===== config.mk =====
export PLATFORM = sky130hd
export DESIGN_NAME = axil_reg_slave
export DESIGN_NICKNAME = d
export VERILOG_FILES = /design/src/rtl/axil_reg_slave.sv
export SDC_FILE = /design/constraint.sdc
export NUM_CORES = 1
export LEC_CHECK = 0
export ABC_AREA = 1
export BUFFER_PORTS_ARGS = -buffer_cell sky130_fd_sc_hd__buf_2
export CORE_AREA = 2 2 476 478
export CTS_BUF_LIST = sky130_fd_sc_hd__clkbuf_4 sky130_fd_sc_hd__clkbuf_8
export DETAILED_ROUTE_END_ITERATION = 8
export DIE_AREA = 0 0 478 480
export PLACE_DENSITY = 0.4
export SYNTH_ARGS = -nofsm -noshare
export SYNTH_HDL_FRONTEND = slang
export SYNTH_SLANG_ARGS = --single-unit

===== constraint.sdc =====
create_clock -name aclk -period 1.6 [get_ports aclk]
set_clock_uncertainty 0.2 [all_clocks]
set_input_delay 0.16 -clock aclk [delete_from_list [all_inputs] [get_ports aclk]]
set_output_delay 0.16 -clock aclk [all_outputs]
set_load 0.02 [all_outputs]

===== src/rtl/axil_reg_slave.sv =====
// axil_reg_slave
//   AXI4-Lite slave exposing NUM_REGS x AXI_DATA_WIDTH control/status registers.
//   AW and W are captured independently into one-deep holding registers and a
//   write commits once both are present. One outstanding write and one
//   outstanding read at a time. Accesses inside the bus but outside the
//   register window, and writes to read-only registers, return SLVERR.
//
// Ports
//   aclk, aresetn          clock, asynchronous active-low reset
//   s_axil_aw*/w*/b*       write address / data / response channels
//   s_axil_ar*/r*          read address / data channels
//   reg_out                RW register contents, reg i at slice i (RO slices 0)
//   reg_in                 hardware values returned for RO registers
//   wr_pulse / rd_pulse    one-cycle strobe per register on write commit / AR accept
module axil_reg_slave #(
    parameter int unsigned                AXI_ADDR_WIDTH = 32,
    parameter int unsigned                AXI_DATA_WIDTH = 32,
    parameter int unsigned                NUM_REGS       = 16,
    parameter logic [AXI_ADDR_WIDTH-1:0]  BASE_ADDR      = '0,
    parameter logic [NUM_REGS-1:0]        RO_MASK        = '0
) (
    input  logic                               aclk,
    input  logic                               aresetn,
    input  logic [AXI_ADDR_WIDTH-1:0]          s_axil_awaddr,
    input  logic                               s_axil_awvalid,
    output logic                               s_axil_awready,
    input  logic [AXI_DATA_WIDTH-1:0]          s_axil_wdata,
    input  logic [AXI_DATA_WIDTH/8-1:0]        s_axil_wstrb,
    input  logic                               s_axil_wvalid,
    output logic                               s_axil_wready,
    output logic [1:0]                         s_axil_bresp,
    output logic                               s_axil_bvalid,
    input  logic                               s_axil_bready,
    input  logic [AXI_ADDR_WIDTH-1:0]          s_axil_araddr,
    input  logic                               s_axil_arvalid,
    output logic                               s_axil_arready,
    output logic [AXI_DATA_WIDTH-1:0]          s_axil_rdata,
    output logic [1:0]                         s_axil_rresp,
    output logic                               s_axil_rvalid,
    input  logic                               s_axil_rready,
    output logic [NUM_REGS*AXI_DATA_WIDTH-1:0] reg_out,
    input  logic [NUM_REGS*AXI_DATA_WIDTH-1:0] reg_in,
    output logic [NUM_REGS-1:0]                wr_pulse,
    output logic [NUM_REGS-1:0]                rd_pulse
);

    localparam int unsigned STRB_W = AXI_DATA_WIDTH / 8;
    localparam int unsigned LSB    = $clog2(STRB_W);
    localparam int unsigned IDX_W  = (NUM_REGS > 1) ? $clog2(NUM_REGS) : 1;
    localparam logic [AXI_ADDR_WIDTH-1:0] NREGS_A = AXI_ADDR_WIDTH'(NUM_REGS);
    localparam logic [1:0] RESP_OKAY   = 2'b00;
    localparam logic [1:0] RESP_SLVERR = 2'b10;

    // Write path state
    logic                      r_aw_full;
    logic [AXI_ADDR_WIDTH-1:0] r_aw_addr;
    logic                      r_w_full;
    logic [AXI_DATA_WIDTH-1:0] r_w_data;
    logic [STRB_W-1:0]         r_w_strb;
    logic                      r_bvalid;
    logic [1:0]                r_bresp;
    logic [NUM_REGS-1:0]       r_wr_pulse;
    logic [AXI_DATA_WIDTH-1:0] r_regs [NUM_REGS];

    // Read path state
    logic                      r_rvalid;
    logic [1:0]                r_rresp;
    logic [AXI_DATA_WIDTH-1:0] r_rdata;
    logic [NUM_REGS-1:0]       r_rd_pulse;

    // Keeps all readies low during reset and for the edge that releases it.
    logic                      r_live;

    logic                      w_awready, w_wready, w_arready, w_commit;
    logic [AXI_ADDR_WIDTH-1:0] w_aw_word, w_ar_word;
    logic [IDX_W-1:0]          w_aw_idx, w_ar_idx;
    logic                      w_aw_hit, w_ar_hit, w_aw_wr_ok;
    logic [AXI_DATA_WIDTH-1:0] w_rd_src [NUM_REGS];

    assign w_awready = r_live && !r_aw_full && !r_bvalid;
    assign w_wready  = r_live && !r_w_full  && !r_bvalid;
    assign w_arready = r_live && !r_rvalid;
    assign w_commit  = r_aw_full && r_w_full;

    // Window decode; the subtraction wraps for addresses below BASE_ADDR, so
    // the explicit >= test is what rejects them.
    always_comb begin
        w_aw_word  = (r_aw_addr - BASE_ADDR) >> LSB;
        w_aw_hit   = (r_aw_addr >= BASE_ADDR) && (w_aw_word < NREGS_A);
        w_aw_idx   = w_aw_word[IDX_W-1:0];
        w_aw_wr_ok = w_aw_hit && !RO_MASK[w_aw_idx];
        w_ar_word  = (s_axil_araddr - BASE_ADDR) >> LSB;
        w_ar_hit   = (s_axil_araddr >= BASE_ADDR) && (w_ar_word < NREGS_A);
        w_ar_idx   = w_ar_word[IDX_W-1:0];
    end

    always_comb begin
        reg_out = '0;
        for (int unsigned i = 0; i < NUM_REGS; i++) begin
            w_rd_src[i] = RO_MASK[i] ? reg_in[i*AXI_DATA_WIDTH +: AXI_DATA_WIDTH] : r_regs[i];
            if (!RO_MASK[i]) begin
                reg_out[i*AXI_DATA_WIDTH +: AXI_DATA_WIDTH] = r_regs[i];
            end
        end
    end

    always_ff @(posedge aclk or negedge aresetn) begin
        if (!aresetn) begin
            r_live <= 1'b0;
        end else begin
            r_live <= 1'b1;
        end
    end

    // Readies are zero whenever a holding register is full, so capture and
    // commit never coincide on the same edge.
    always_ff @(posedge aclk or negedge aresetn) begin
        if (!aresetn) begin
            r_aw_full  <= 1'b0;
            r_aw_addr  <= '0;
            r_w_full   <= 1'b0;
            r_w_data   <= '0;
            r_w_strb   <= '0;
            r_bvalid   <= 1'b0;
            r_bresp    <= RESP_OKAY;
            r_wr_pulse <= '0;
            for (int unsigned i = 0; i < NUM_REGS; i++) begin
                r_regs[i] <= '0;
            end
        end else begin
            r_wr_pulse <= '0;
            if (s_axil_awvalid && w_awready) begin
                r_aw_full <= 1'b1;
                r_aw_addr <= s_axil_awaddr;
            end
            if (s_axil_wvalid && w_wready) begin
                r_w_full <= 1'b1;
                r_w_data <= s_axil_wdata;
                r_w_strb <= s_axil_wstrb;
            end
            if (r_bvalid && s_axil_bready) begin
                r_bvalid <= 1'b0;
            end
            if (w_commit) begin
                r_aw_full <= 1'b0;
                r_w_full  <= 1'b0;
                r_bvalid  <= 1'b1;
                if (w_aw_wr_ok) begin
                    for (int unsigned k = 0; k < STRB_W; k++) begin
                        if (r_w_strb[k]) begin
                            r_regs[w_aw_idx][k*8 +: 8] <= r_w_data[k*8 +: 8];
                        end
                    end
                    r_wr_pulse[w_aw_idx] <= 1'b1;
                    r_bresp              <= RESP_OKAY;
                end else begin
                    r_bresp <= RESP_SLVERR;
                end
            end
        end
    end

    // Read data is captured from the pre-edge register values, so a read
    // accepted on a commit edge returns the old contents.
    always_ff @(posedge aclk or negedge aresetn) begin
        if (!aresetn) begin
            r_rvalid   <= 1'b0;
            r_rresp    <= RESP_OKAY;
            r_rdata    <= '0;
            r_rd_pulse <= '0;
        end else begin
            r_rd_pulse <= '0;
            if (r_rvalid && s_axil_rready) begin
                r_rvalid <= 1'b0;
            end
            if (s_axil_arvalid && w_arready) begin
                r_rvalid <= 1'b1;
                if (w_ar_hit) begin
                    r_rdata              <= w_rd_src[w_ar_idx];
                    r_rresp              <= RESP_OKAY;
                    r_rd_pulse[w_ar_idx] <= 1'b1;
                end else begin
                    r_rdata <= '0;
                    r_rresp <= RESP_SLVERR;
                end
            end
        end
    end

    assign s_axil_awready = w_awready;
    assign s_axil_wready  = w_wready;
    assign s_axil_arready = w_arready;
    assign s_axil_bvalid  = r_bvalid;
    assign s_axil_bresp   = r_bresp;
    assign s_axil_rvalid  = r_rvalid;
    assign s_axil_rresp   = r_rresp;
    assign s_axil_rdata   = r_rdata;
    assign wr_pulse       = r_wr_pulse;
    assign rd_pulse       = r_rd_pulse;

endmodule


==> Word level (Yosys, flattened, before mapping) <==
Memory sizes are Yosys's and may differ from the RTL's.
Index checks and enable logic that the tools add are counted.
{ "word_totals": {"reg_bits": 653, "rom_bits": 16, "elab_cells": 115, "mem_count": 1, "inputBits": 619} }
{ "memory_table": {"columns": ["memory", "words", "width", "rd", "rd_ports_with_merged_regs", "write_ports", "line_no", "text"], "rows": [
  ["(name not given)", 16, 1, 1, 0, 0, "91", "w_aw_wr_ok = w_aw_hit && !RO_MASK[w_aw_idx];"]
]} }
{ "classes": {"reduce_logical": 27, "bitwise_logic": 2, "magnitude_cmp": 11, "muxes": 45} }
{ "op_table": {"columns": ["operator", "count"], "rows": [
  ["$mux W512", 10],
  ["$bwmux W512", 4],
  ["$demux W32 S4", 4],
  ["$bmux W32 S4", 1],
  ["$mux W32", 4],
  ["$mux W16", 5],
  ["$ge A32 B1 Y1 const B", 2],
  ["$lt A30 B5 Y1 const B", 2],
  ["$mux W24", 1],
  ["$logic_and A1 B1 Y1", 17],
  ["$mux W1", 11],
  ["$ge A5 B5 Y1 const B", 2],
  ["$lt A4 B5 Y1 const B", 2],
  ["$not A4 Y5", 2],
  ["$demux W1 S4", 2],
  ["$ge A4 B1 Y1 const B", 2],
  ["$mux W8", 1],
  ["$reduce_bool A2 Y1", 4],
  ["$logic_not A1 Y1", 5],
  ["$lt A5 B1 Y1 const B", 1],
  ["$mux W2", 2],
  ["$reduce_and A2 Y1", 1]
]} }

==> Depth between registers and ports, before layout <==
Gate-level depths: netlist of run 1.
{ "logic_depth": {"ltp_word": 19, "ltp_mapped": 13} }

==> Least setup slack after synthesis of run 1 <==
Ideal clock, no wire load.
{ "synth_timing": {"kind": "register -> register", "from": "register r_bvalid, in the netlist s_axil_bvalid", "to": "register r_aw_addr[30]", "setup_slack_ns": -0.610, "path_stages_with_launch": 5, "required_ns": 1.275, "setup_time_ns": 0.125, "arrival_ns": 1.885, "n_path_buf": 1, "cell_sequence": "dfrtp_1 > nor3_1 > nand2_1 > clkbuf_1 > mux2_2"} }
{ "synth_between": {"elab_chain_cells": 3} }
{ "synth_lines": {"columns": ["item", "line_no", "text"], "rows": [
  ["from (decl)", "60", "logic r_bvalid;"],
  ["from (signal assigned)", "124", "r_bvalid <= 1'b0;"],
  ["from (signal assigned)", "142", "r_bvalid <= 1'b0;"],
  ["from (signal assigned)", "147", "r_bvalid <= 1'b1;"],
  ["$logic_not A1 Y1", "80", "assign w_awready = r_live && !r_aw_full && !r_bvalid;"],
  ["$logic_and A1 B1 Y1", "80", null],
  ["named net s_axil_awready", "26", "output logic s_axil_awready,"],
  ["$logic_and A1 B1 Y1", "132", "if (s_axil_awvalid && w_awready) begin"],
  ["to (signal assigned)", "134", "r_aw_addr <= s_axil_awaddr;"],
  ["to (decl)", "56", "logic [AXI_ADDR_WIDTH-1:0] r_aw_addr;"]
]} }
The timed path passes the listed nets, and every way through them passes these cells.
A chain may end at the register's enable or synchronous reset.

==> Worst setup path in the final report of run 1 <==
{ "layout_timing": {"from": "register r_aw_addr[17]", "to": "register r_regs, in the netlist reg_out[215]"} }
{ "layout_between": {"elab_chain_cells": 4, "word_cells_on_any_way": 5, "classes_between": "order compare (2); reduce/logical (3)"} }
{ "layout_lines": {"columns": ["item", "line_no", "text"], "rows": [
  ["$ge A32 B1 Y1 / $lt A30 B5 Y1 (equally long branches)", "89", "w_aw_hit = (r_aw_addr >= BASE_ADDR) && (w_aw_word < NREGS_A);"],
  ["$logic_and A1 B1 Y1 (*)", "89", null],
  ["$logic_and A1 B1 Y1 (*)", "91", null],
  ["$reduce_and A2 Y1 (no source line) (*)", null, null],
  ["to (signal, indexed assignment)", "151", "r_regs[w_aw_idx][k*8 +: 8] <= r_w_data[k*8 +: 8];"],
  ["to (decl)", "63", "logic [AXI_DATA_WIDTH-1:0] r_regs [NUM_REGS];"]
]} }
Mark *: on every way between the ends. The rest lies on a longest branch, timed or not.

==> results of run 1 <==
==> final timing paths <==
check	endpoint	slack, ns	depth (start not counted)
worst max-delay path	reg_out[215]	-0.90	12
worst min-delay path	rd_pulse[4]	-0.11	5
worst max register to register	reg_out[215]	-0.90	12
worst min register to register	s_axil_rdata[20]	0.27	2
max in group asynchronous	s_axil_bvalid	0.25	5
min in group asynchronous	reg_out[317]	0.13	4
==> through the flow <==
step	setup TNS, ns	utilization, %	setup slack, ns
final	-631.34	24.6	-0.902
after global routing	-761.09	24.5	-0.960
after CTS	-762.02	23.9	-0.960
after detailed placement	-763.06	21.2	-1.45
after global placement	-754.22	21.2	-1.45
after floorplan	-61.96	-	-0.119
==> worst max-delay path: stages (launching register included) <==
cell     delay, ns
dfrtp_1       0.39
nor2_2        0.12
nand2_1       0.09
nor2_4        0.35
nand2_2       0.12
nor2_4        0.11
buf_12        0.19
buf_16        0.19
buf_12        0.13
buf_16        0.13
nand3_4       0.14
nand2_1       0.09
nand2_1       0.06
==> repair_timing <==
item | CTS | global route
gates cloned | 22 | 22
pin swaps | 66 | 62
buffers inserted | 33 | 33
gates resized for setup | 143 | 278
endpoints found under the hold margin | 768 | 8
endpoints found under the setup margin | 1230 | 1230
==> state kept, by name, indices dropped and copies added (netlist names) <==
register	cells
r_aw_addr	30
r_w_data	32
rd_pulse	16
reg_out	512
s_axil_bvalid	1
r_w_full	1
s_axil_rvalid	1
s_axil_rresp	1
r_live	1
r_aw_full	1
r_w_strb	4
wr_pulse	16
s_axil_rdata	32
s_axil_bresp	1
==> Yosys cell counts <==
master / n
dfrtp_1: 649
buf_6: 49
nor2_4: 15
o21ai_0: 34
conb_1: 2
and2_1: 1
nor3_1: 18
buf_8: 4
nand3_4: 56
buf_4: 14
clkinv_1: 2
inv_2: 8
nand2_2: 3
clkbuf_1: 145
o21a_1: 1
and2_0: 3
buf_1: 3
mux2_2: 62
buf_2: 113
nor2_1: 256
a21oi_1: 5
nand4_1: 512
nand3_1: 9
nand3b_1: 10
nor2_2: 1
inv_1: 496
buf_12: 8
nand2_1: 2131
==> area by class of cell <==
| cell class | count | area, sq um |
|---|---|---|
| inverter | 506 | 1910 |
| clock inverter | 37 | 308 |
| tap | 2992 | 3740 |
| clock buffer | 209 | 2640 |
| antenna | 15 | 37.5 |
| multi-input combinational | 3120 | 15400 |
| sequential | 649 | 16300 |
| timing repair buffer | 1723 | 14700 |
| fill | 24700 | 169000 |
==> power breakdown <==
group / leakage [nW] / internal, mW / switching [mW] / total [mW]
Sequential: 8.90 / 17.4 / 1.22 / 18.6
Clock: 1.56 / 10.8 / 8.92 / 19.7
Combinational: 18.7 / 6.53 / 13.3 / 19.8
==> logic make-up after synthesis <==
kind of cell | count (synthesis) | synth area share (%)
buffers and inverters | 842 | 11.3
other | 2 | 0.0217
AND/OR/NAND/NOR | 3015 | 39.2
AO/OA/AOI/OAI | 40 | 0.585
flip-flops | 649 | 46.9
multiplexers | 62 | 2.02
==> layer usage <==
layer	GRT usage, %	up-vias
li1	-	17600
met2	23.9	1677
met1	26.5	18200
met5	0	-
met3	7.03	235
met4	6.65	4
==> impl_metrics.py, run 1 <==
metrics = {
    "route": {
        "wl_per_cell_um": 23.5,
        "drcViolationCount": 0,
        "drt-initial-drc-count": 3538,
        "routed.top_layer": "met5",
        "vias_per_cell": 4.08,
        "routed_wl_um": 217000,
        "wl_met1_um": 104000,
        "num_vias": 37700,
        "first_pass_iters": 5,
        "met3_wirelength_um": 23600,
        "postRouteAntennaNets": 0,
        "dr_wl_met2_um": 81800,
    },
    "final_layout": {
        "final_area_sq_mm": 0.0550,
        "final_nets": 6760,
        "area_growth_pct": 58.9,
        "final_layout_size_suffix_gt1_share_pct": 35.4,
        "stdcell_count": 9251,
        "layout.cells.most_common": "nand2_1",
        "layout_common_cells": "nand2_1 (1,918), buf_2 (680), dfrtp_1 (644)",
    },
    "floorplanning": {
        "start_util_pct": 15.5,
        "dieWidth_um": 478,
        "io_pins": 1204,
        "die_area_sq_mm": 0.229,
        "die_h_um": 480,
        "rows": 174,
        "fp.coreArea_sq_mm": 0.224,
    },
    "outcome": {
        "violations": "hold timing, setup timing",
        "status": "complete, but fails checks",
    },
    "cts": {
        "clk_pin_slew_ns": 0.05,
        "clock-sinks": 649,
        "ctsHoldBuffers": 173,
        "clock_path_buffers": 3,
        "h-tree-depth": 4,
        "insertion_delay_ns": 0.91,
        "cts_tree": "yes",
        "cts-buffers-inserted": 141,
        "clock-root-buffer": "clkbuf_8",
    },
    "yosys": {
        "syn_area_sq_mm": 0.0346,
        "avgSynthCellArea_sq_um": 7.51,
        "ys_seq_elements": 649,
        "yosys.area.top_type": "dfrtp_1",
        "ys_seq_area_share_pct": 46.9,
        "yosys_warnings": 0,
        "synth_top_area_share_pct": 46.9,
        "synth.area.top_cells": "dfrtp_1 (47%), nand2_1 (23%), nand4_1 (9.3%)",
        "yosysUniqueCellTypes": 28,
        "synth_cells": 4610,
    },
    "placed_design": {
        "gp_congestion": 0.873,
        "place_inst": 8719,
        "portBuffers": 685,
        "dpl.hpwl_um": 167000,
        "placed_area_sq_mm": 0.0474,
    },
    "timing": {
        "min_period_over_period_pct": 156,
        "finalHoldViolations": 6,
        "tightest_slew_ns": 0.635,
        "slew_headroom_pct": 57.7,
        "setup_viol": 1230,
        "slew_violations": 0,
        "holdWs_ns": -0.115,
        "clock.fmax_ghz": 0.400,
        "rsz0062_at_grt": "true",
        "layout_min_cycle_time_ns": 2.50,
        "setup_ws_ns": -0.902,
    },
    "grt": {
        "antenna_found_initial": 28,
        "overflow": 0,
        "grt_pass1_vias": 36700,
        "grt_pass1_wl_um": 293000,
        "grt.total_usage_pct": 18.3,
        "grt_max_degree": 75,
    },
    "critical_path": {
        "setup.worst_path.start_class": "flop",
        "crit_start": "r_aw_addr[17]",
        "cp.required_ns": 2.18,
        "worstPathArrival_ns": 3.08,
        "worstSetupPathType": "reg2reg",
        "cp_max_fo": 8,
        "r2r-start": "r_aw_addr[17]",
        "end_kind": "flop",
    },
    "hold_path": {
        "hp-start": "s_axil_araddr[2]",
        "hold_path.class": "in2reg",
    },
    "power": {
        "ir_worst_vdd_mv": 1.20,
        "power_density_mw_per_mm2": 1060,
        "power_mw": 58.1,
        "power_leakage_nw": 29.2,
    },
    "job": {
        "drv_cap": 0,
    },
}
(Power assumes the default switching activity.)
==> inputs of run 2 (changes only) <==
==> config.mk (replaced) <==
export PLATFORM = sky130hd
export DESIGN_NAME = axil_reg_slave
export DESIGN_NICKNAME = d
export VERILOG_FILES = /design/src/rtl/axil_reg_slave.sv
export SDC_FILE = /design/constraint.sdc
export NUM_CORES = 1
export LEC_CHECK = 0
export ABC_AREA = 0
export BUFFER_PORTS_ARGS = -buffer_cell sky130_fd_sc_hd__buf_2
export CORE_AREA = 2 2 462 464
export CTS_BUF_LIST = sky130_fd_sc_hd__clkbuf_4 sky130_fd_sc_hd__clkbuf_8
export DETAILED_ROUTE_END_ITERATION = 8
export DIE_AREA = 0 0 464 466
export PLACE_DENSITY = 0.38
export SYNTH_ARGS = -nofsm -noshare
export SYNTH_HDL_FRONTEND = slang
export SYNTH_SLANG_ARGS = --single-unit
==> impl_metrics.py, run 2 <==
metrics = {
    "outcome": {
        "status": "complete, but fails checks",
        "violations": "hold timing, setup timing",
    },
    "final_layout": {
        "final_util_pct": 23.5,
        "final_layout_size_suffix_gt1_share_pct": 72.0,
        "final_nets": 4121,
        "layout.cells.most_common": "buf_4",
        "stdcell_count": 6431,
        "layout_common_cells": "buf_4 (726), buf_2 (682), dfrtp_1 (647)",
        "largest_reg_flops": 512,
        "area_growth_pct": 71.2,
    },
    "critical_path": {
        "path_depth": 10,
        "reg2regPathDepth": 10,
        "worstSetupPathType": "reg2reg",
        "cp_cell_sequence": "nor4_1, buf_4, nand4_1, buf_12, buf_12, buf_16, buf_12, nor4_4, buf_12, mux2_4",
        "r2r-end": "reg_out[293]",
        "critPathMostFrequentCell": "buf_12",
        "rrSetupSlack_ns": -1.27,
        "path_delay_family": "buffers and inverters",
        "r2r-start": "r_aw_addr[23]",
        "end_kind": "flop",
        "cp_max_fo": 8,
        "crit_buf_inv": 6,
        "setup.worst_path.start_class": "flop",
        "endpoint": "reg_out[293]",
        "cp.required_ns": 2.19,
        "critPathMaxStageDelay_ns": 0.38,
        "crit_start": "r_aw_addr[23]",
        "worstPathArrival_ns": 3.45,
        "worst_path_max_delay_cell": "dfrtp_1",
    },
    "timing": {
        "fin_tns_setup_ns": -844.20,
        "rsz0062_at_grt": "true",
        "holdWs_ns": -0.322,
        "finalHoldViolations": 49,
        "clock.fmax_ghz": 0.349,
        "slew_violations": 0,
        "tightest_slew_ns": 1.05,
        "setup_viol": 1229,
        "setup_ws_ns": -1.27,
        "slew_headroom_pct": 29.6,
        "layout_min_cycle_time_ns": 2.87,
        "min_period_over_period_pct": 179,
    },
    "yosys": {
        "synth_common_cells": "dfrtp_1 (649), mux2_2 (578), mux4_2 (128)",
        "synth_edf_count": 0,
        "synth.area.top_cells": "dfrtp_1 (56%), mux2_2 (22%), mux4_2 (9.9%)",
        "yosys.area.top_type": "dfrtp_1",
        "yosysUniqueCellTypes": 34,
        "ys_seq_elements": 649,
        "post-synth-top-count-cell": "dfrtp_1",
        "syn_area_sq_mm": 0.0290,
        "ys_seq_area_share_pct": 56.0,
        "yosys_warnings": 0,
        "avgSynthCellArea_sq_um": 16.3,
        "async_reset_ff_share_pct": 100,
        "synth_flop_cell": "dfrtp_1",
        "synth_cells": 1783,
        "synth_top_area_share_pct": 56.0,
    },
    "hold_path": {
        "hold_path.class": "in2reg",
    },
    "grt": {
        "grt_max_degree": 79,
        "grt_pass1_vias": 25600,
        "overflow": 0,
        "grt.total_usage_pct": 15.0,
        "antenna_found_initial": 23,
        "grt_pass1_wl_um": 223000,
    },
    "placed_design": {
        "portBuffers": 685,
        "place_inst": 6011,
        "gp_congestion": 0.811,
        "dpl.hpwl_um": 128000,
    },
    "floorplanning": {
        "die_area_sq_mm": 0.216,
        "die_h_um": 466,
        "start_util_pct": 13.7,
        "rows": 169,
        "fp.coreArea_sq_mm": 0.211,
        "io_pins": 1204,
        "dieWidth_um": 464,
    },
    "power": {
        "ir_worst_vdd_mv": 0.798,
        "power_density_mw_per_mm2": 970,
        "power_leakage_nw": 25.4,
        "power_mw": 48.2,
    },
    "cts": {
        "insertion_delay_ns": 0.90,
        "clock-root-buffer": "clkbuf_8",
        "cts-buffers-inserted": 132,
        "clk_pin_slew_ns": 0.06,
        "clock_path_buffers": 3,
        "clock-sinks": 649,
        "ctsHoldBuffers": 146,
        "h-tree-depth": 4,
        "cts_tree": "yes",
    },
    "route": {
        "vias_per_cell": 3.68,
        "first_pass_iters": 5,
        "routed_wl_um": 165000,
        "wl_per_cell_um": 25.7,
        "drt-initial-drc-count": 1209,
        "num_vias": 23600,
        "drcViolationCount": 0,
        "postRouteAntennaNets": 0,
    },
    "job": {
        "drv_cap": 0,
    },
}
-- run 2: worst min path at each step --
stage	startpoint	end	slack (ns)	depth (start not counted)
final	s_axil_araddr[13]	rd_pulse[8]	-0.32	5
after global routing	s_axil_araddr[13]	rd_pulse[12]	-0.40	5
after CTS	s_axil_araddr[13]	rd_pulse[8]	-0.44	5
after detailed placement	aresetn	reg_out[265]	-0.03	2
after global placement	aresetn	reg_out[265]	-0.04	2
after floorplan	aresetn	r_aw_addr[10]	-0.34	0
-- run 2: through the flow --
stage	area (sq um)	hold slack [ns]	worst slack, ns
final	49700	-0.322	-1.27
after global routing	49700	-0.400	-1.38
after CTS	49200	-0.441	-1.39
after detailed placement	43400	-0.0350	-1.57
after global placement	43400	-0.0405	-1.54
after floorplan	29300	-0.336	-0.768
-- run 2: tightest hold or removal path: stages --
cell,delay [ns]
buf_2,0.08
or4_4,0.12
nor4_4,0.05
buf_12,0.15
and3_1,0.15
-- run 2: layer usage --
| layer | up-vias | routed length, um | global-route usage, % |
|---|---|---|---|
| met4 | 6 | 3780 | 3.99 |
| met5 | - | 34 | 0 |
| met2 | 900 | 71600 | 22.5 |
| met1 | 12300 | 74900 | 19.8 |
| li1 | 10300 | - | - |
| met3 | 178 | 14700 | 6.08 |
-- run 2: cell type report --
class | instances | area, sq um
flip-flops and latches | 649 | 16200
clock inverters | 24 | 297
well taps | 2821 | 3530
inverters | 5 | 18.8
diodes | 14 | 35.0
repair buffers | 1708 | 13300
clock buffers | 204 | 2540
fillers | 22500 | 162000
multi-input cells | 1006 | 13700
-- run 2: logic make-up (layout without fill, tap and decap cells) --
group,count (synthesis),count (layout),synth area share (%)
multiplexers,706,706,32.4
flip-flops,649,649,56.0
other,2,17,0.0259
AND/OR/NAND/NOR,195,195,7.04
AO/OA/AOI/OAI,102,102,2.75
buffers and inverters,129,1941,1.87
-- run 2: timing repair --
item | CTS | global route
pin swaps | 40 | 27
setup buffers | 27 | 8
cloned | 5 | 0
setup endpoints to repair | 1230 | 1230
hold endpoints to repair | 768 | 49
gates resized for setup | 273 | 137
-- run 2: report_power, final --
part / leakage [nW] / total, mW / internal [mW] / switching, mW
Combinational: 15.0 / 9.83 / 3.81 / 6.01
Clock: 1.49 / 19.0 / 10.8 / 8.22
Sequential: 8.91 / 19.3 / 17.3 / 2.03
Total: 25.4 / 48.2 / 31.9 / 16.3
==> inputs of run 3 (changes only) <==
--- a/config.mk
+++ b/config.mk
@@ -11,7 +11,7 @@
 export CTS_BUF_LIST = sky130_fd_sc_hd__clkbuf_4 sky130_fd_sc_hd__clkbuf_8
 export DETAILED_ROUTE_END_ITERATION = 8
 export DIE_AREA = 0 0 464 466
-export PLACE_DENSITY = 0.38
+export PLACE_DENSITY = 0.42
 export SYNTH_ARGS = -nofsm -noshare
 export SYNTH_HDL_FRONTEND = slang
 export SYNTH_SLANG_ARGS = --single-unit
==> impl_metrics.py, run 3 (synthesis gave the netlist of run 2 again) <==
metrics = {
    "floorplanning": {
        "fp.coreArea_sq_mm": 0.211,
        "dieWidth_um": 464,
        "die_h_um": 466,
        "io_pins": 1204,
        "die_area_sq_mm": 0.216,
        "rows": 169,
        "start_util_pct": 13.7,
    },
    "timing": {
        "clock.fmax_ghz": 0.332,
        "holdWs_ns": -0.281,
        "setup_viol": 1230,
        "tightest_slew_ns": 0.812,
        "min_period_over_period_pct": 188,
        "slew_headroom_pct": 45.9,
        "finalHoldViolations": 47,
        "setup_ws_ns": -1.41,
        "rsz0062_at_grt": "true",
        "layout_min_cycle_time_ns": 3.01,
        "slew_violations": 0,
    },
    "route": {
        "num_vias": 23900,
        "vias_per_cell": 3.73,
        "wl_per_cell_um": 25.2,
        "drt-initial-drc-count": 1457,
        "first_pass_iters": 5,
        "routed_wl_um": 162000,
        "postRouteAntennaNets": 0,
        "drcViolationCount": 0,
    },
    "cts": {
        "cts_tree": "yes",
        "clock-root-buffer": "clkbuf_8",
        "insertion_delay_ns": 0.89,
        "ctsHoldBuffers": 142,
        "cts-buffers-inserted": 133,
        "h-tree-depth": 4,
        "clk_pin_slew_ns": 0.05,
        "clock_path_buffers": 3,
        "clock-sinks": 649,
    },
    "final_layout": {
        "stdcell_count": 6407,
        "fillers": 22600,
        "final_nets": 4093,
        "layout_common_cells": "buf_4 (705), buf_2 (679), dfrtp_1 (648)",
        "layout.cells.most_common": "buf_4",
        "area_growth_pct": 69.1,
        "largest_reg_flops": 512,
        "final_layout_size_suffix_gt1_share_pct": 71.8,
        "final_util_pct": 23.2,
        "regArea_sq_mm": 0.0162,
        "multi_input_area_sq_mm": 0.0134,
    },
    "job": {
        "drv_cap": 0,
    },
    "placed_design": {
        "gp_congestion": 0.826,
        "portBuffers": 685,
        "place_inst": 6001,
        "dp_slack_ns": -2.29,
        "dpl.hpwl_um": 127000,
    },
    "critical_path": {
        "crit_start": "r_aw_addr[25]",
        "reg2regPathDepth": 8,
        "r2r-start": "r_aw_addr[25]",
        "cp_max_fo": 8,
        "rrSetupSlack_ns": -1.41,
        "setup.worst_path.start_class": "flop",
        "cp.required_ns": 2.12,
        "critPathMaxStageDelay_ns": 0.41,
        "worstPathArrival_ns": 3.53,
        "endpoint": "reg_out[318]",
        "cp_cell_sequence": "nor4bb_4, nand4_1, buf_12, buf_12, buf_16, nor4_4, buf_6, mux2_4",
        "path_delay_family": "simple AND/OR/NAND/NOR gates",
        "path_depth": 8,
        "crit_buf_inv": 4,
        "worstSetupPathType": "reg2reg",
        "critPathMostFrequentCell": "buf_12",
        "r2r-end": "reg_out[318]",
        "worst_path_max_delay_cell": "nor4bb_4",
        "end_kind": "flop",
    },
    "power": {
        "internal_power_mw": 31.6,
        "power_density_mw_per_mm2": 972,
        "power_mw": 47.7,
        "power_frac_seq_pct": 41.3,
        "combPwrFrac_pct": 19.0,
        "power_leakage_nw": 25.1,
        "power_switching_mw": 16.0,
        "p_sw_share_pct": 33.6,
        "ir_worst_vdd_mv": 1.06,
        "clkPwrFrac_pct": 39.6,
    },
    "outcome": {
        "status": "complete, but fails checks",
        "violations": "hold timing, setup timing",
    },
    "grt": {
        "met3_usage_pct": 5.79,
        "antenna_found_initial": 21,
        "grt_max_degree": 82,
        "grt_pass1_wl_um": 217000,
        "grtUsageMet1_pct": 18.4,
        "grt_pass1_vias": 25400,
        "grt.total_usage_pct": 14.6,
        "top_usage_layer": "met2",
        "overflow": 0,
        "use_met2_pct": 23.1,
    },
    "hold_path": {
        "hold_path.class": "in2reg",
    },
}
## run 3: cell count changes in the layout (fill, tap and decap cells not counted), sizes merged
| cell | delta |
|---|---|
| inv | +1 |
| dlygate4sd3 | -4 |
| buf | -26 |
| clkinv | +4 |
| bufinv | -1 |
| diode | -2 |
| clkinvlp | +1 |
| clkbuf | +3 |
## run 3: worst reg2reg max path, delay by kind of cell, from the launching register on
family                 cells  cell delay, ns
flip-flops                 1            0.40
multiplexers               1            0.32
AND/OR/NAND/NOR            3            1.09
buffers and inverters      4            0.85
## run 3: layer usage
metal  share of wire (%)  vias up
met5               0.033        -
met4                 2.2        8
met3                 9.3      197
met2                  45      980
met1                  43    12400
li1                    -    10300
## run 3: cell type report
type / count / area share (%)
Inverter: 5 / 0.0382
Multi-Input combinational cell: 1006 / 27.2
Clock buffer: 206 / 5.09
Clock inverter: 29 / 0.670
Sequential cell: 649 / 33.1
Antenna cell: 12 / 0.0612
Tap cell: 2821 / 7.19
Timing Repair Buffer: 1679 / 26.6
## run 3: worst min path at each step
| stage | from | slack, ns | to | cells after the start |
|---|---|---|---|---|
| final | s_axil_araddr[13] | -0.28 | rd_pulse[8] | 5 |
| after global routing | s_axil_araddr[14] | -0.36 | rd_pulse[8] | 5 |
| after CTS | s_axil_araddr[13] | -0.41 | rd_pulse[8] | 5 |
| after detailed placement | aresetn | -0.06 | r_w_strb[2] | 1 |
| after global placement | aresetn | -0.06 | reg_out[385] | 1 |
| after floorplan | aresetn | -0.34 | r_aw_addr[10] | 0 |
## run 3: timing repair
| item | CTS | global route |
|---|---|---|
| pin swaps | 55 | 12 |
| gates resized for setup | 99 | 209 |
| setup buffers | 6 | 9 |
| hold endpoints to repair | 768 | 49 |
| gates cloned | 2 | 1 |
| setup endpoints to repair | 1230 | 1230 |
## run 3: per-stage QoR
step	TNS, ns	hold WS [ns]	cell area (sq um)
5_1_grt	-1103.97	-0.362	49100
3_5_place_dp	-1161.16	-0.0602	43400
4_1_cts	-1109.07	-0.408	48200
2_1_floorplan	-417.14	-0.336	29300
3_3_place_gp	-1149.74	-0.0618	43400
6_report	-898.75	-0.281	49100
## run 3: power groups by stage
stage	combinational (mW)	clock, mW	sequential [mW]
floorplan	3.88	0	18.3
global placement	8.81	0	19.9
detailed placement	8.83	0	19.9
CTS	9.22	19.7	19.6
global route	9.68	20.4	19.9
finish	9.07	18.9	19.7
